## config.mk

```make
export PLATFORM = sky130hd
export DESIGN_NAME = core_run_ctrl
export DESIGN_NICKNAME = d
export VERILOG_FILES = /design/src/rtl/riscv_dbg_pkg.sv /design/src/rtl/bp_match.sv /design/src/rtl/core_run_ctrl.sv
export SDC_FILE = /design/constraint.sdc
export NUM_CORES = 1
export LEC_CHECK = 0
export ABC_AREA = 1
export CORE_ASPECT_RATIO = 0.5
export CORE_MARGIN = 2
export CORE_UTILIZATION = 47
export DETAILED_ROUTE_END_ITERATION = 8
export PLACE_DENSITY_LB_ADDON = 0.08
export SYNTH_ARGS = -nofsm -noshare
export SYNTH_HDL_FRONTEND = slang
export SYNTH_SLANG_ARGS = --single-unit
```

## constraint.sdc

```tcl
create_clock -name i_clk -period 8 [get_ports i_clk]
set_input_delay 2 -clock i_clk [delete_from_list [all_inputs] [get_ports i_clk]]
set_output_delay 2 -clock i_clk [all_outputs]
set_load 0.01 [all_outputs]
```

## src/rtl/riscv_dbg_pkg.sv

```systemverilog
// Shared run-control types for the RV32I debug/run sequencer.
package riscv_dbg_pkg;

    typedef enum logic [1:0] {
        RUN    = 2'd0,
        HALTED = 2'd1,
        STEP   = 2'd2
    } run_state_e;

    typedef enum logic [2:0] {
        CAUSE_NONE   = 3'd0,
        CAUSE_REQ    = 3'd1,
        CAUSE_BP     = 3'd2,
        CAUSE_EBREAK = 3'd3,
        CAUSE_STEP   = 3'd4
    } halt_cause_e;

    localparam logic [31:0] EBREAK_INSN = 32'h0010_0073;

endpackage

```

## src/rtl/bp_match.sv

```systemverilog
// Address breakpoint slots: registered write port, combinational any-match vs PC.
module bp_match
    import riscv_dbg_pkg::*;
#(
    parameter int unsigned XLEN   = 32,
    parameter int unsigned NUM_BP = 2,
    parameter int unsigned IDXW   = (NUM_BP > 1) ? $clog2(NUM_BP) : 1
) (
    input  logic            i_clk,
    input  logic            i_rst_n,
    input  logic            i_wr_en,
    input  logic [IDXW-1:0] i_wr_idx,
    input  logic [XLEN-1:0] i_wr_addr,
    input  logic            i_wr_valid,
    input  logic [XLEN-1:0] i_pc,
    output logic            o_match
);

    logic [XLEN-1:0] r_addr  [NUM_BP];
    logic            r_valid [NUM_BP];

    // Slot writes; an index with no matching slot simply writes nothing.
    always_ff @(posedge i_clk or negedge i_rst_n) begin
        if (!i_rst_n) begin
            for (int unsigned i = 0; i < NUM_BP; i++) begin
                r_addr[i]  <= '0;
                r_valid[i] <= 1'b0;
            end
        end else if (i_wr_en) begin
            for (int unsigned i = 0; i < NUM_BP; i++) begin
                if (i_wr_idx == IDXW'(i)) begin
                    r_addr[i]  <= i_wr_addr;
                    r_valid[i] <= i_wr_valid;
                end
            end
        end
    end

    // Any enabled slot whose address equals the current PC.
    always_comb begin
        o_match = 1'b0;
        for (int unsigned i = 0; i < NUM_BP; i++) begin
            if (r_valid[i] && (r_addr[i] == i_pc)) begin
                o_match = 1'b1;
            end
        end
    end

endmodule

```

## src/rtl/core_run_ctrl.sv

```systemverilog
// Run-control sequencer for the single-cycle RV32I core: halt/resume/step,
// breakpoints, EBREAK halting and cycle/instret counters.
module core_run_ctrl
    import riscv_dbg_pkg::*;
#(
    parameter int unsigned XLEN         = 32,
    parameter int unsigned NUM_BP       = 2,
    parameter bit          START_HALTED = 1'b0,
    parameter int unsigned IDXW         = (NUM_BP > 1) ? $clog2(NUM_BP) : 1
) (
    input  logic            i_clk,
    input  logic            i_rst_n,
    input  logic [XLEN-1:0] i_pc,
    input  logic [31:0]     i_instr,
    input  logic            i_halt_req,
    input  logic            i_resume_req,
    input  logic            i_step_req,
    input  logic            i_bp_wr_en,
    input  logic [IDXW-1:0] i_bp_wr_idx,
    input  logic [XLEN-1:0] i_bp_wr_addr,
    input  logic            i_bp_wr_valid,
    output logic            o_core_en,
    output logic            o_halted,
    output logic [2:0]      o_halt_cause,
    output logic [XLEN-1:0] o_cycle_cnt,
    output logic [XLEN-1:0] o_instret_cnt
);

    localparam run_state_e RESET_STATE = START_HALTED ? HALTED : RUN;

    run_state_e      r_state;
    run_state_e      w_state_nxt;
    halt_cause_e     r_cause;
    halt_cause_e     w_cause_nxt;
    logic            r_mask;
    logic            w_mask_nxt;
    logic            r_halted;
    logic            w_core_en;
    logic            w_bp_hit;
    logic            w_hit;
    logic [XLEN-1:0] r_cycle;
    logic [XLEN-1:0] r_instret;

    bp_match #(
        .XLEN   (XLEN),
        .NUM_BP (NUM_BP),
        .IDXW   (IDXW)
    ) u_bp_match (
        .i_clk      (i_clk),
        .i_rst_n    (i_rst_n),
        .i_wr_en    (i_bp_wr_en),
        .i_wr_idx   (i_bp_wr_idx),
        .i_wr_addr  (i_bp_wr_addr),
        .i_wr_valid (i_bp_wr_valid),
        .i_pc       (i_pc),
        .o_match    (w_bp_hit)
    );

    // The mask suppresses the hit for the first RUN cycle after a resume so
    // the instruction that caused the halt executes once.
    assign w_hit = !r_mask && (w_bp_hit || (i_instr == EBREAK_INSN));

    // State, cause, mask and halted flag registers.
    always_ff @(posedge i_clk or negedge i_rst_n) begin
        if (!i_rst_n) begin
            r_state  <= RESET_STATE;
            r_cause  <= CAUSE_NONE;
            r_mask   <= 1'b0;
            r_halted <= START_HALTED;
        end else begin
            r_state  <= w_state_nxt;
            r_cause  <= w_cause_nxt;
            r_mask   <= w_mask_nxt;
            r_halted <= (w_state_nxt == HALTED);
        end
    end

    // Next-state, halt cause and core enable decode.
    always_comb begin
        w_state_nxt = r_state;
        w_cause_nxt = r_cause;
        w_mask_nxt  = r_mask;
        w_core_en   = 1'b0;
        unique case (r_state)
            RUN: begin
                w_mask_nxt = 1'b0;
                if (w_hit) begin
                    w_state_nxt = HALTED;
                    w_cause_nxt = w_bp_hit ? CAUSE_BP : CAUSE_EBREAK;
                end else begin
                    w_core_en = 1'b1;
                    if (i_halt_req) begin
                        w_state_nxt = HALTED;
                        w_cause_nxt = CAUSE_REQ;
                    end
                end
            end
            HALTED: begin
                if (i_resume_req && !i_halt_req) begin
                    w_state_nxt = RUN;
                    w_mask_nxt  = 1'b1;
                end else if (i_step_req) begin
                    w_state_nxt = STEP;
                end
            end
            STEP: begin
                w_core_en   = 1'b1;
                w_state_nxt = HALTED;
                w_cause_nxt = CAUSE_STEP;
            end
            default: begin
                w_state_nxt = HALTED;
            end
        endcase
    end

    // Free-running cycle counter and retired-instruction counter.
    always_ff @(posedge i_clk or negedge i_rst_n) begin
        if (!i_rst_n) begin
            r_cycle   <= '0;
            r_instret <= '0;
        end else begin
            r_cycle   <= r_cycle + XLEN'(1);
            r_instret <= r_instret + XLEN'(w_core_en);
        end
    end

    assign o_core_en     = w_core_en;
    assign o_halted      = r_halted;
    assign o_halt_cause  = r_cause;
    assign o_cycle_cnt   = r_cycle;
    assign o_instret_cnt = r_instret;

endmodule

```

==> flow_metrics.py, run 1 <==
metrics = {
    "yosys": {
        "synth_area_mm2": 0.00688,
        "yosysSeqAreaShare_pct": 49.9,
        "ys_ff_latch": 137,
        "synth.distinct_cells": 33,
        "syn_area_per_cell_um2": 8.26,
        "syn_inst": 832,
        "syn_nets": 939,
        "ys_warn_count": 0,
    },
    "global_routing": {
        "grt_pass1_wl_um": 26300,
        "grt-ovfl-total": 0,
        "antenna_found_initial": 0,
        "grt_usage_pct": 21.2,
        "grt_max_degree": 75,
        "grt_pass1_vias": 5701,
    },
    "detailed_routing": {
        "postRouteAntennaNets": 0,
        "avgRoutedWirePerCell_um": 13.0,
        "drt_pass1_iterations": 4,
        "drtIter0Drc": 270,
        "drc": 0,
        "via_per_inst": 4.69,
        "finalWirelength_um": 15800,
        "vias": 5722,
    },
    "clock_network": {
        "cts_inserted_buffers": 17,
        "cts_tree": "built",
        "cts_root_buf": "clkbuf_16",
        "cts_resized": 0,
        "postCtsSetupBuffers": 0,
        "numClockSinks": 137,
        "insertion_delay_ns": 0.41,
        "clock_path_buffers": 2,
        "clkTransAtPathRegs_ns": 0.06,
        "hold_buffers": 0,
        "htreeDepth": 4,
    },
    "die": {
        "rows": 31,
        "ioPinCount": 173,
        "start_util_pct": 47.8,
        "die-area_mm2": 0.0157,
        "die_w_um": 175,
        "core_area_mm2": 0.0144,
        "die_y_um": 89.5,
    },
    "sta": {
        "worstMarginPinSlew_ns": 1.14,
        "timing.final.ws_setup_ns": 1.85,
        "fmax_mhz": 163,
        "min_period_over_period_pct": 76.9,
        "setup_violations": 0,
        "drv_slew": 0,
        "period_needed_ns": 6.15,
        "fin_skew_ns": 0.0168,
        "rsz0062_at_grt": "no",
        "hold_viol": 0,
        "tns_ns": 0,
        "max_slew_margin_pct": 24.0,
    },
    "place": {
        "io_buffer_count": 172,
        "dp_hpwl_um": 11200,
        "gp_congestion": 0.845,
        "placed_area_mm2": 0.00881,
        "place_ws_ns": 1.85,
    },
    "final_layout": {
        "ff_latch_area_mm2": 0.00343,
        "final_cell_area_mm2": 0.00942,
        "final_nets": 1117,
        "fillCellCount": 1240,
        "final_cell_mix": "nand2_1, clkdlybuf4s50_1, dfrtp_1, inv_1, o21ai_0",
        "multi_input_area_mm2": 0.00290,
        "final_common_cell": "nand2_1",
        "antenna_cells": 0,
        "area_delta_synth_final_pct": 37.1,
        "drive_gt1_share_pct": 6.65,
    },
    "power_and_ir_drop": {
        "worst_ir_drop_vdd_mv": 0.124,
        "powerDensity_mw_per_mm2": 208,
        "p_seq_share_pct": 42.0,
        "p_int_mw": 1.44,
        "p_comb_share_pct": 15.8,
        "p_switching_mw": 0.520,
        "p_clk_share_pct": 42.2,
        "sw_frac_of_total_pct": 26.6,
        "total_leakage_power_nw": 4.55,
    },
    "critical_path": {
        "critical_path_class": "input pin to output port",
        "crit_path_max_fanout": 3,
        "worstSetupStartpointType": "input pin",
        "cp-end-kind": "output port",
        "required_ns": 6.00,
        "r2r-start": "u_bp_match.r_addr[17]$_DFFE_PN0P_",
        "arrival_ns": 4.15,
        "startpoint": "i_pc[13]",
        "reg2reg_setup_slack_ns": 4.72,
    },
    "worst_hold_path": {
        "min_from": "o_cycle_cnt[31]$_DFF_PN0_",
        "hp-class": "flip-flop to flip-flop",
    },
    "job": {
        "cap_violations": 0,
    },
    "outcome": {
        "status": "finished clean",
    },
}
-- routing by layer --
layer / track usage, % / share of wire, % / vias to the layer above
li1: - / - / 2934
met1: 27.1 / 47 / 2649
met2: 36.1 / 47 / 121
met3: 5.48 / 4.9 / 18
met4: 6.44 / 1.4 / 0
met5: 0 / 0 / -
-- through the flow --
stage | power, mW | util [%] | instances | hold WS, ns
4_1_cts | 1.98 | 65.5 | 1220 | 0.470
6_report | 1.96 | 65.5 | 1220 | 0.463
5_1_grt | 2.06 | 65.5 | 1220 | 0.485
3_5_place_dp | 1.15 | 61.2 | 1189 | 0.462
2_1_floorplan | 0.983 | - | 832 | 0.447
3_3_place_gp | 1.14 | 61.2 | 1189 | 0.458
-- power groups by stage --
stage               registers (mW)  clock network (mW)  logic [mW]
CTS                          0.823               0.842       0.316
global route                 0.834               0.877       0.353
global placement             0.832                   0       0.307
detailed placement           0.834                   0       0.312
finish                       0.823               0.826       0.310
floorplan                    0.835                   0       0.148
-- final timing paths --
path	to	cells after the start
worst max-delay path	o_core_en	15
worst min-delay path	o_cycle_cnt[31]$_DFF_PN0_	1
worst max register to register	o_instret_cnt[30]$_DFF_PN0_	21
worst min register to register	o_cycle_cnt[31]$_DFF_PN0_	1
max in group asynchronous	u_bp_match.r_addr[61]$_DFFE_PN0P_	2
min in group asynchronous	o_instret_cnt[27]$_DFF_PN0_	1
-- flip-flops by register name, indices dropped and copies added, names as in the netlist --
signal              cells
o_halt_cause            3
o_cycle_cnt            32
u_bp_match.r_addr      64
o_halted                1
u_bp_match.r_valid      2
o_instret_cnt          32
r_mask                  1
r_state                 2
-- worst max-delay path, stage by stage --
cell             delay, ns
clkdlybuf4s50_1       0.45
inv_1                 0.09
nand2_1               0.07
nand2_1               0.07
inv_1                 0.04
nand2_1               0.05
nor2_1                0.05
nand2_1               0.10
nor2_1                0.06
nand3_1               0.06
nand2_1               0.08
nand2_1               0.09
nand2_1               0.07
o21ai_0               0.27
clkdlybuf4s50_1       0.59
-- area by class of cell --
type	instances	share of cell area [%]
Multi-Input combinational cell	547	30.7
Inverter	134	5.34
Tap cell	198	2.63
Clock inverter	12	1.74
Timing Repair Buffer	173	18.4
Sequential cell	137	36.4
Clock buffer	19	4.81
-- cells in the mapped netlist --
library cell  instances  share of area [%]
a21boi_0              1               0.11
a21oi_1               1              0.073
and2_0                1              0.091
buf_1                 2               0.11
clkbuf_1             12               0.66
dfrtp_1             137                 50
ha_1                  3               0.55
inv_1               129                7.0
inv_2                 5               0.27
nand2_1             220                 12
nand2_2               2               0.18
nand3_1              23                1.7
nand3_2               4               0.58
nand3_4               1               0.25
nand3b_1              2               0.22
nand4_1              13                1.2
nand4_2               2               0.36
nor2_1               69                3.8
nor2_2                4               0.36
nor2_4                3               0.49
nor2_8                1               0.29
nor3_1               12               0.87
nor3_2                7                1.0
nor4_1                6               0.55
nor4_4                1               0.31
o2111ai_1             2               0.25
o21ai_0              83                6.0
o22ai_1               1              0.091
or2_2                 2               0.18
or2_4                 1               0.13
or3_1                 1              0.091
xnor2_1              35                4.5
xor2_1               46                5.9
-- kinds of logic after synthesis --
logic type      count (synthesis)  share of synthesized area, %
fa+ha+maj                       3                         0.546
simple gates                  375                          24.6
compound gates                 88                          6.57
flops                         137                          49.9
xor+xnor                       81                          10.3
buf+inv                       148                          8.08
No activity file was read; power rests on OpenSTA's default activity.
==> run 2, diff against run 1 <==
- CORE_UTILIZATION: 47 -> 45
- clock period: 8 -> 5.2 ns (I/O delays scaled with it)
==> flow_metrics.py, run 2 (synthesis gave the netlist of run 1 again) <==
metrics = {
    "outcome": {
        "status": "finished clean",
    },
    "critical_path": {
        "arrival_ns": 3.42,
        "critical_path_class": "input pin to output port",
        "crit_path_max_fanout": 3,
        "critPathMostFrequentCell": "nand2_1",
        "cp_num_buf_inv": 3,
        "cp_cell_sequence": "clkdlybuf4s50_1 -> inv_1 -> or2_2 -> nand4_1 -> nor2_1 -> nand3_1 -> nand2_1 -> nand2_1 -> nand2_1 -> o21ai_0 -> clkdlybuf4s50_1",
        "slowest_stage": "clkdlybuf4s50_1",
        "required_ns": 3.90,
        "cp-end-kind": "output port",
        "worstSetupStartpointType": "input pin",
        "critical_path.max_stage_delay_ns": 0.60,
        "path_delay_family": "buffers and inverters",
    },
    "sta": {
        "worstMarginPinSlew_ns": 1.11,
        "max_slew_margin_pct": 25.6,
        "setup_violations": 0,
        "fmax_mhz": 212,
        "fin_skew_ns": 0.0127,
        "drv_slew": 0,
        "min_period_over_period_pct": 90.8,
        "period_needed_ns": 4.72,
        "holdWs_ns": 0.462,
        "hold_viol": 0,
        "tns_ns": 0,
        "rsz0062_at_grt": "no",
    },
    "detailed_routing": {
        "drc": 0,
        "postRouteAntennaNets": 0,
        "drt_pass1_iterations": 4,
        "via_per_inst": 4.71,
        "finalWirelength_um": 15900,
        "vias": 5749,
        "avgRoutedWirePerCell_um": 13.0,
        "drtIter0Drc": 277,
    },
    "final_layout": {
        "area_delta_synth_final_pct": 36.3,
        "final_nets": 1117,
        "final_common_cell": "nand2_1",
        "top_register": "u_bp_match.r_addr",
        "final_cell_area_mm2": 0.00937,
        "largest_reg_flops": 64,
        "antenna_cells": 0,
        "final_cell_mix": "nand2_1, clkdlybuf4s50_1, dfrtp_1, inv_1, o21ai_0",
        "drive_gt1_share_pct": 6.65,
    },
    "die": {
        "die_y_um": 91.4,
        "die-area_mm2": 0.0163,
        "start_util_pct": 46.8,
        "core_area_mm2": 0.0147,
        "rows": 31,
        "ioPinCount": 173,
        "die_w_um": 179,
    },
    "clock_network": {
        "htreeDepth": 4,
        "cts_resized": 0,
        "cts_inserted_buffers": 17,
        "insertion_delay_ns": 0.41,
        "cts_tree": "built",
        "postCtsSetupBuffers": 0,
        "hold_buffers": 0,
        "clkTransAtPathRegs_ns": 0.07,
        "cts_root_buf": "clkbuf_16",
        "clock_path_buffers": 2,
        "numClockSinks": 137,
    },
    "global_routing": {
        "grt-ovfl-total": 0,
        "grt_usage_pct": 20.5,
        "grt_max_degree": 115,
        "antenna_found_initial": 1,
        "grt_pass1_wl_um": 26700,
        "grt_pass1_vias": 5784,
    },
    "power_and_ir_drop": {
        "powerDensity_mw_per_mm2": 309,
        "total_leakage_power_nw": 4.53,
        "worst_ir_drop_vdd_mv": 0.250,
    },
    "place": {
        "dp_hpwl_um": 11500,
        "placed_area_mm2": 0.00881,
        "gp_congestion": 0.813,
        "io_buffer_count": 172,
    },
    "job": {
        "cap_violations": 0,
    },
    "worst_hold_path": {
        "hp-class": "flip-flop to flip-flop",
    },
}
## run 2: final timing paths
| check | endpoint | cells after the start | startpoint | slack [ns] |
|---|---|---|---|---|
| min in group asynchronous | o_instret_cnt[31]$_DFF_PN0_ | 1 | i_rst_n | 1.03 |
| worst max-delay path | o_core_en | 11 | i_pc[21] | 0.48 |
| worst min-delay path | o_instret_cnt[31]$_DFF_PN0_ | 1 | o_instret_cnt[31]$_DFF_PN0_ | 0.46 |
| worst min register to register | o_instret_cnt[31]$_DFF_PN0_ | 1 | o_instret_cnt[31]$_DFF_PN0_ | 0.46 |
| max in group asynchronous | o_cycle_cnt[20]$_DFF_PN0_ | 2 | i_rst_n | 3.21 |
| worst max register to register | o_instret_cnt[30]$_DFF_PN0_ | 21 | u_bp_match.r_addr[17]$_DFFE_PN0P_ | 2.05 |
## run 2: per-stage QoR
| stage | instances | setup slack (ns) | power (mW) | util [%] |
|---|---|---|---|---|
| 6_report | 1220 | 0.480 | 2.90 | 63.7 |
| 3_5_place_dp | 1189 | 0.484 | 1.77 | 59.9 |
| 2_1_floorplan | 832 | 1.38 | 1.51 | - |
| 3_3_place_gp | 1189 | 0.518 | 1.75 | 59.9 |
| 5_1_grt | 1220 | 0.296 | 3.06 | 63.7 |
| 4_1_cts | 1220 | 0.465 | 2.93 | 63.7 |
## run 2: routing by layer
| metal | part of all wire (%) | track usage (%) | vias up |
|---|---|---|---|
| met3 | 4.9 | 5.36 | 13 |
| met5 | 0.082 | 0 | - |
| met4 | 0.87 | 5.56 | 2 |
| met1 | 45 | 26.1 | 2686 |
| li1 | - | - | 2931 |
| met2 | 49 | 34.4 | 117 |
## run 2: power breakdown
part           internal (mW)  switching [mW]  total [mW]
logic                  0.252           0.228       0.479
clock network          0.672           0.478        1.15
registers               1.18          0.0900        1.27
## run 2: area by class of cell
class	count	area [um2]
Fill cell	1318	5330
Sequential cell	137	3430
Multi-Input combinational cell	547	2900
Timing Repair Buffer	173	1730
Inverter	134	503
Clock buffer	18	439
Tap cell	198	248
Clock inverter	13	123
